**config.mk**
```make
export PLATFORM = sky130hd
export DESIGN_NAME = target_spawner
export DESIGN_NICKNAME = d
export VERILOG_FILES = /design/src/rtl/target_spawner.sv
export SDC_FILE = /design/constraint.sdc
export NUM_CORES = 1
export LEC_CHECK = 0
export CORE_ASPECT_RATIO = 0.8
export CORE_MARGIN = 5
export CORE_UTILIZATION = 30
export DETAILED_ROUTE_END_ITERATION = 10
export HOLD_SLACK_MARGIN = 0.06
export MAX_ROUTING_LAYER = met4
export SLEW_MARGIN = 10
export SYNTH_ARGS = -nofsm -noshare
export SYNTH_HDL_FRONTEND = slang
export SYNTH_SLANG_ARGS = --single-unit
export TNS_END_PERCENT = 20
```
**constraint.sdc**
```tcl
create_clock -name clk -period 5 [get_ports clk]
set_input_delay 1 -clock clk [delete_from_list [all_inputs] [get_ports clk]]
set_output_delay 1 -clock clk [all_outputs]
set_load 0.01 [all_outputs]
```
**src/rtl/target_spawner.sv**
```systemverilog
// target_spawner: random-delay target spawner with shot hit-testing and hit/miss tallies
module target_spawner #(
  parameter int          SCREEN_W    = 160,
  parameter int          SCREEN_H    = 120,
  parameter int          TAR_SIZE    = 8,
  parameter logic [25:0] DELAY_BASE  = 26'd25000000,
  parameter int          DELAY_SHIFT = 16,
  parameter logic [15:0] LFSR_SEED   = 16'hACE1
) (
  input  logic       clk,
  input  logic       reset,
  input  logic       titleoff,
  input  logic       over,
  input  logic       clear,
  input  logic       tar,
  input  logic       shot,
  input  logic [7:0] aim_x,
  input  logic [6:0] aim_y,
  output logic       spawn,
  output logic       kill,
  output logic [7:0] tar_x,
  output logic [6:0] tar_y,
  output logic [7:0] hits,
  output logic [7:0] misses
);
  typedef enum logic [2:0] {IDLE, DELAY, SPAWN, ARMED, KILL, HOLD} state_t;
  localparam logic [7:0] X_SPAN = 8'(SCREEN_W - TAR_SIZE);
  localparam logic [6:0] Y_SPAN = 7'(SCREEN_H - TAR_SIZE);
  state_t state, state_nx;
  logic [15:0] lfsr;
  logic [25:0] cnt, delay_ld;
  logic abort, hit, fire;
  assign abort    = !titleoff || over;
  assign delay_ld = DELAY_BASE + (26'(lfsr[7:0]) << DELAY_SHIFT);
  assign hit      = {1'b0, aim_x} >= {1'b0, tar_x} && {1'b0, aim_x} < {1'b0, tar_x} + 9'(TAR_SIZE)
                 && {1'b0, aim_y} >= {1'b0, tar_y} && {1'b0, aim_y} < {1'b0, tar_y} + 8'(TAR_SIZE);
  assign fire     = state == ARMED && !abort && shot && tar;
  assign spawn    = state == SPAWN;
  assign kill     = state == KILL;
  // next-state selection; abort overrides every state
  always_comb begin
    state_nx = state;
    case (state)
      IDLE:    state_nx = clear ? DELAY : IDLE;
      DELAY:   state_nx = cnt == '0 ? SPAWN : DELAY;
      SPAWN:   state_nx = ARMED;
      ARMED:   state_nx = shot && tar && hit ? KILL : ARMED;
      KILL:    state_nx = HOLD;
      HOLD:    state_nx = clear ? DELAY : HOLD;
      default: state_nx = IDLE;
    endcase
    if (abort) state_nx = IDLE;
  end
  // state, LFSR, delay counter, target position and tallies
  always_ff @(posedge clk) begin
    if (reset) begin
      state  <= IDLE;
      lfsr   <= LFSR_SEED;
      cnt    <= '0;
      tar_x  <= '0;
      tar_y  <= '0;
      hits   <= '0;
      misses <= '0;
    end else begin
      state <= state_nx;
      lfsr  <= {lfsr[14:0], lfsr[15] ^ lfsr[14] ^ lfsr[12] ^ lfsr[3]};
      cnt   <= state_nx == DELAY && state != DELAY ? delay_ld
             : state == DELAY && cnt != '0 ? cnt - 26'd1 : cnt;
      if (state_nx == SPAWN && state != SPAWN) begin
        tar_x <= lfsr[7:0] >= X_SPAN ? lfsr[7:0] - X_SPAN : lfsr[7:0];
        tar_y <= lfsr[14:8] >= Y_SPAN ? lfsr[14:8] - Y_SPAN : lfsr[14:8];
      end
      if (state == IDLE && !titleoff) begin
        hits   <= '0;
        misses <= '0;
      end else if (fire) begin
        hits   <= hit && hits != 8'hFF ? hits + 8'd1 : hits;
        misses <= !hit && misses != 8'hFF ? misses + 8'd1 : misses;
      end
    end
  end
endmodule
```
==> results of run 1 <==
-- power by group --
part           total [mW]  internal [mW]  switching [mW]
combinational       0.190         0.0885           0.101
sequential          0.657          0.629          0.0280
clock               0.602          0.371           0.231
total                1.45           1.09           0.360
-- per-layer routing --
layer,GRT usage,vias up,wire [um]
met5,-,-,0
met4,0.0339,0,99
met3,0.0394,12,545
met2,0.193,75,4280
met1,0.168,1712,5090
li1,-,1846,-
-- sequential cells by signal, summed over array words and instances, names as in the netlist --
name / cells
cnt: 26
lfsr: 16
hits: 8
misses: 8
tar_x: 8
tar_y: 7
state: 3
-- metrics by stage --
step | power, mW | std cells | util | hold slack [ns] | cell area [um2]
floorplan | 0.801 | 498 | - | 0.441 | 4320
global placement | 0.851 | 723 | 0.354 | 0.469 | 5020
detailed placement | 0.859 | 723 | 0.354 | 0.471 | 5020
CTS | 1.47 | 737 | 0.373 | 0.480 | 5300
global route | 1.52 | 737 | 0.373 | 0.500 | 5300
finish | 1.45 | 737 | 0.373 | 0.479 | 5300
-- tightest hold or removal path: stages, from the launching register on --
cell and delay [ns]:
dfxtp_1 0.32, nand2_1 0.06, mux2i_1 0.05
-- worst max-delay path by stage --
stage	from	endpoint
global placement	aim_x[6]	hits[4]
detailed placement	aim_x[6]	hits[4]
CTS	aim_x[6]	hits[4]
floorplan	aim_y[0]	hits[5]
finish	aim_x[6]	hits[4]
global route	aim_y[0]	hits[7]
-- layout by cell type (no fill, tap or decap), types with 4 or more instances in the layout --
cell / netlist / layout
a211oi_1: 10 / 10
a21o_1: 4 / 4
a21oi_1: 32 / 32
and3_1: 5 / 5
clkbuf_16: 0 / 9
clkdlybuf4s50_1: 0 / 54
dfxtp_1: 76 / 76
ha_1: 36 / 36
inv_1: 32 / 32
mux2i_1: 10 / 10
nand2_1: 34 / 34
nand2b_1: 8 / 8
nand3_1: 22 / 22
nand4_1: 7 / 7
nor2_1: 56 / 56
nor2b_1: 7 / 7
nor3_1: 12 / 12
nor4_1: 5 / 5
o21ai_0: 14 / 14
or2_2: 7 / 7
or3_1: 4 / 4
or4_1: 5 / 5
xnor2_1: 35 / 35
xor2_1: 10 / 10
-- final cells by class --
| class | count | area (um2) | area share |
|---|---|---|---|
| clock buffer | 13 | 270 | 0.0510 |
| clock inverter | 1 | 7.51 | 0.00142 |
| inverter | 32 | 120 | 0.0227 |
| multi-input combinational | 375 | 2600 | 0.490 |
| sequential | 76 | 1520 | 0.287 |
| tap | 184 | 230 | 0.0434 |
| timing repair buffer | 56 | 556 | 0.105 |
-- cell families after synthesis --
group,count (synthesis)
buf+inv,47
xor+xnor,45
compound gates,90
mux,11
flops,76
simple gates,193
fa+ha+maj,36
==> flow_metrics.env, run 1 <==
export IMPL_status="complete, no violations"
export IMPL_most_used_flip_flop_cell_after_synthesis="dfxtp_1"
export IMPL_slowest_stage="or4_1"
export IMPL_worst_setup_path_start_kind="primary input"
export IMPL_antenna_violating_nets_post_route=0
export IMPL_synth_top_cell_area_share=0.353
export IMPL_dieHeight_um=117
export IMPL_synth_edff_count=0
export IMPL_yosysUniqueCellTypes=62
export IMPL_floorplan_die_area_mm2=0.0169
export IMPL_maxClockFrequency_mhz=290
export IMPL_htree_num_levels=3
export IMPL_arithmetic_cell_share_of_the_synthesized_area_counting_full_adders_half_adders_and_majority_gates=0.104
export IMPL_critPathMaxStageDelay_ns=0.57
export IMPL_drc=0
export IMPL_p_leak_nw=1.90
export IMPL_area_growth_synth_to_final_pct=22.8
export IMPL_clock_root_buffer="clkbuf_16"
export IMPL_syn_cell_area_mm2=0.00432
export IMPL_worstPathArrival_ns=3.72
export IMPL_grt_first_pass_wirelength_mm=17.0
export IMPL_synth_simple_gate_area_frac=0.236
export IMPL_setup_tns_after_final_layout_ns=0
export IMPL_fillerInstances=1452
export IMPL_worst_path_dominant_cell_family="simple AND/OR/NAND/NOR gates"
export IMPL_maxSlewViolCount=0
export IMPL_place_gp_congestion=0.789
export IMPL_powerDensity_mw_per_mm2=273
export IMPL_track_usage=0.128
export IMPL_critPathKind="in2reg"
export IMPL_post_syn_area_per_cell_um2=8.67
export IMPL_min_path_cells=2
export IMPL_initialDrtViolationCount=155
export IMPL_yosys_area_top_type="dfxtp_1"
export IMPL_relSlewSlack=0.450
export IMPL_post_route_min_period_ns=3.45
export IMPL_setup_viol=0
export IMPL_initial_core_util=0.304
export IMPL_hold_end="hits[6]"
export IMPL_port_buffers=54
export IMPL_layout_drive_gt1_share=0.0759
export IMPL_dpl_hpwl_mm=7.47
export IMPL_dpl_worst_slack_ns=1.23
export IMPL_synth_xor_area_share=0.0913
export IMPL_clkLatencyLatePin_ns=0.33
export IMPL_period_share=0.690
export IMPL_tritoncts="built"
export IMPL_crit_required_ns=5.27
export IMPL_crit_path_end_kind="flop"
export IMPL_ys_seq_area_frac=0.353
export IMPL_placementRows=39
export IMPL_first_global_vias=3632
export IMPL_cts_buffers=9
export IMPL_antennaDiodeCount=0
export IMPL_dr_total_vias=3645
export IMPL_routed_via_density=4.95
export IMPL_finalClockSkew_ns=0.00606
export IMPL_cts_max_path_buffers=2
export IMPL_synth_area_leaders="dfxtp_1, ha_1, xnor2_1, nor2_1, a21oi_1"
export IMPL_detail_route_wirelength_mm=10.0
export IMPL_rsz0062_at_grt="false"
export IMPL_maxCapViolCount=0
export IMPL_synth_compound_area_share=0.144
export IMPL_min_from="hits[6]"
export IMPL_worst_slew_pin_transition_ns=0.825
export IMPL_critical_path_max_fanout=13
export IMPL_wl_per_cell_um=13.6
export IMPL_clkSinkCount=76
export IMPL_fp_coreArea_mm2=0.0142
export IMPL_fp_dieW_um=144
export IMPL_cts_setup_buffers=0
export IMPL_muxShareOfSynthArea=0.0258
export IMPL_combinational_family_with_the_most_area_after_synthesis="simple AND/OR/NAND/NOR gates"
export IMPL_postSynthRegisterBits=76
export IMPL_timing_hold_worst_class="reg2reg"
export IMPL_postCtsHoldBufs=0
export IMPL_final_hold_violation_count=0
export IMPL_final_critical_path_setup_slack_ns=1.55
export IMPL_grt_remaining_overflow=0
export IMPL_timing_critical_path_cells="clkdlybuf4s50_1 -> ha_1 -> a21o_1 -> a21oi_1 -> o22ai_1 -> a221oi_4 -> nand3_1 -> or4_1 -> nand2_1"
export IMPL_drt_pass1_iterations=4
export IMPL_reg2reg_from="tar_x[3]"
export IMPL_grt_start_max_net_pins=50
export IMPL_ff2ff_path_depth=10
export IMPL_worstReg2RegEnd="hits[4]"
export IMPL_worstSetupPathDepth=9
export IMPL_minimum_setup_slack_among_reg_to_reg_paths_ns=1.94
export IMPL_top_level_ports=55
export IMPL_initial_antenna_violation_count=0
export IMPL_synthArstFlopShare=0
export IMPL_cts_repair_resize_count=0
export IMPL_reg_clk_slew_reported_paths_ns=0.05
export IMPL_synth_cells_most_frequent="dfxtp_1, nor2_1, ha_1, xnor2_1, nand2_1"
export IMPL_final_net_count=608
export IMPL_cp_num_buf_inv=1
export IMPL_syn_instance_count=498
export IMPL_ys_warn_count=0
export IMPL_vdd_ir_drop_worst_mv=0.139
export IMPL_syn_num_nets=556
export IMPL_yosysMostFrequentCell="dfxtp_1"
Note: power is estimated with default switching activity, not from simulation.
==> run 2, diff against run 1 <==
Clock period 5 ns to 3.4 ns, I/O delays scaled along.
==> flow_metrics.env, run 2 (synthesized netlist as in run 1, its figures left out) <==
export IMPL_drt_pass1_iterations=4
export IMPL_reg2reg_from="tar_x[4]"
export IMPL_clkSinkCount=76
export IMPL_powerDensity_mw_per_mm2=406
export IMPL_initial_core_util=0.304
export IMPL_initial_antenna_violation_count=0
export IMPL_cp_num_buf_inv=2
export IMPL_drc=0
export IMPL_post_route_min_period_ns=2.91
export IMPL_final_critical_path_setup_slack_ns=0.488
export IMPL_worst_setup_path_start_kind="primary input"
export IMPL_fp_dieW_um=144
export IMPL_worstPathArrival_ns=3.19
export IMPL_flip_flop_count_of_the_largest_register_all_copies_and_words_added=26
export IMPL_crit_required_ns=3.68
export IMPL_critPathMaxStageDelay_ns=0.46
export IMPL_fp_coreArea_mm2=0.0142
export IMPL_rsz0062_at_grt="false"
export IMPL_clock_root_buffer="clkbuf_16"
export IMPL_detail_route_wirelength_mm=9.92
export IMPL_worstSetupPathDepth=10
export IMPL_tritoncts="built"
export IMPL_fillerInstances=1424
export IMPL_wl_per_cell_um=13.4
export IMPL_grt_start_max_net_pins=44
export IMPL_setup_tns_after_final_layout_ns=0
export IMPL_initialDrtViolationCount=170
export IMPL_first_global_vias=3734
export IMPL_period_share=0.856
export IMPL_grt_first_pass_wirelength_mm=17.4
export IMPL_dpl_hpwl_mm=7.46
export IMPL_critical_path_max_fanout=13
export IMPL_crit_path_end_kind="flop"
export IMPL_most_common_library_cell_in_the_layout_ignoring_fill_and_taps="dfxtp_1"
export IMPL_floorplan_die_area_mm2=0.0169
export IMPL_setup_viol=0
export IMPL_timing_hold_worst_class="reg2reg"
export IMPL_track_usage=0.130
export IMPL_maxClockFrequency_mhz=343
export IMPL_final_net_count=610
export IMPL_status="complete, no violations"
export IMPL_postCtsHoldBufs=0
export IMPL_final_hold_violation_count=0
export IMPL_dr_total_vias=3618
export IMPL_clkLatencyLatePin_ns=0.34
export IMPL_vdd_ir_drop_worst_mv=0.223
export IMPL_top_register="cnt"
export IMPL_p_leak_nw=1.92
export IMPL_cts_max_path_buffers=2
export IMPL_timing_critical_path_from="aim_x[3]"
export IMPL_antennaDiodeCount=0
export IMPL_reg_clk_slew_reported_paths_ns=0.06
export IMPL_cts_buffers=9
export IMPL_ff2ff_path_depth=11
export IMPL_dieHeight_um=117
export IMPL_worst_path_dominant_cell_family="compound AO/OA/AOI/OAI gates"
export IMPL_slowest_stage="or4_1"
export IMPL_layout_drive_gt1_share=0.0826
export IMPL_cts_setup_buffers=0
export IMPL_largestRegisters="cnt (26), lfsr (16)"
export IMPL_grt_remaining_overflow=0
export IMPL_crit_path_end="hits[4]"
export IMPL_maxSlewViolCount=0
export IMPL_final_core_occ=0.375
export IMPL_port_buffers=54
export IMPL_finalClockSkew_ns=0.00414
export IMPL_min_from="lfsr[8]"
export IMPL_critPathKind="in2reg"
export IMPL_placementRows=39
export IMPL_area_growth_synth_to_final_pct=23.5
export IMPL_timing_critical_path_cells="clkdlybuf4s50_1 -> ha_1 -> o21a_1 -> nor2_1 -> a211oi_1 -> a2bb2oi_2 -> nand3_1 -> buf_4 -> or4_1 -> nand2_1"
export IMPL_multi_input_comb_area_mm2=0.00260
export IMPL_maxCapViolCount=0
export IMPL_relSlewSlack=0.457
export IMPL_register_area_mm2=0.00152
export IMPL_place_gp_congestion=0.819
export IMPL_top_level_ports=55
export IMPL_finalHoldWorstSlack_ns=0.487
export IMPL_worstReg2RegEnd="misses[7]"
export IMPL_worst_slew_pin_transition_ns=0.815
export IMPL_mostFrequentLayoutCells="dfxtp_1, nor2_1, clkdlybuf4s50_1"
export IMPL_minimum_setup_slack_among_reg_to_reg_paths_ns=0.57
export IMPL_routed_via_density=4.88
export IMPL_cts_repair_resize_count=0
export IMPL_htree_num_levels=3
export IMPL_dpl_worst_slack_ns=0.122
export IMPL_antenna_violating_nets_post_route=0
[run 2: metrics by stage]
step                      cells  instance area (um2)  total power, mW
final                       741                 5330             2.16
after CTS                   741                 5330             2.19
after floorplan             498                 4320             1.18
after global routing        741                 5330             2.28
after detailed placement    725                 5040             1.26
after global placement      725                 5040             1.25
[run 2: worst min-delay path by stage]
stage                          end  cells after the start
after floorplan           lfsr[10]                      1
after global placement    lfsr[11]                      1
after detailed placement  lfsr[11]                      1
after CTS                  lfsr[9]                      1
after global routing       lfsr[9]                      1
final                      lfsr[9]                      1
[run 2: per-layer routing]
layer / GRT usage / up-vias / part of all wire
met3: 0.0313 / 10 / 0.041
met2: 0.192 / 66 / 0.42
met1: 0.176 / 1691 / 0.53
met4: 0.0414 / 0 / 0.012
li1: - / 1851 / -
met5: - / - / 0
[run 2: layout make-up]
cell class / count / share of cell area
clock buffers: 13 / 0.0507
multi-input cells: 375 / 0.487
flip-flops and latches: 76 / 0.286
inverters: 32 / 0.0225
clock inverters: 3 / 0.00376
well taps: 184 / 0.0432
repair buffers: 58 / 0.107
[run 2: where the power goes]
part           total, mW  switching (mW)  internal (mW)
Sequential         0.965          0.0405          0.925
Clock              0.918           0.366          0.553
Combinational      0.279           0.148          0.131
Total               2.16           0.554           1.61
==> run 3, diff against run 2 <==
Settings changed: CAP_MARGIN from default to 20.
==> results of run 3 <==
Same layout as run 2: the final DEF is identical, and so are final timing and power.
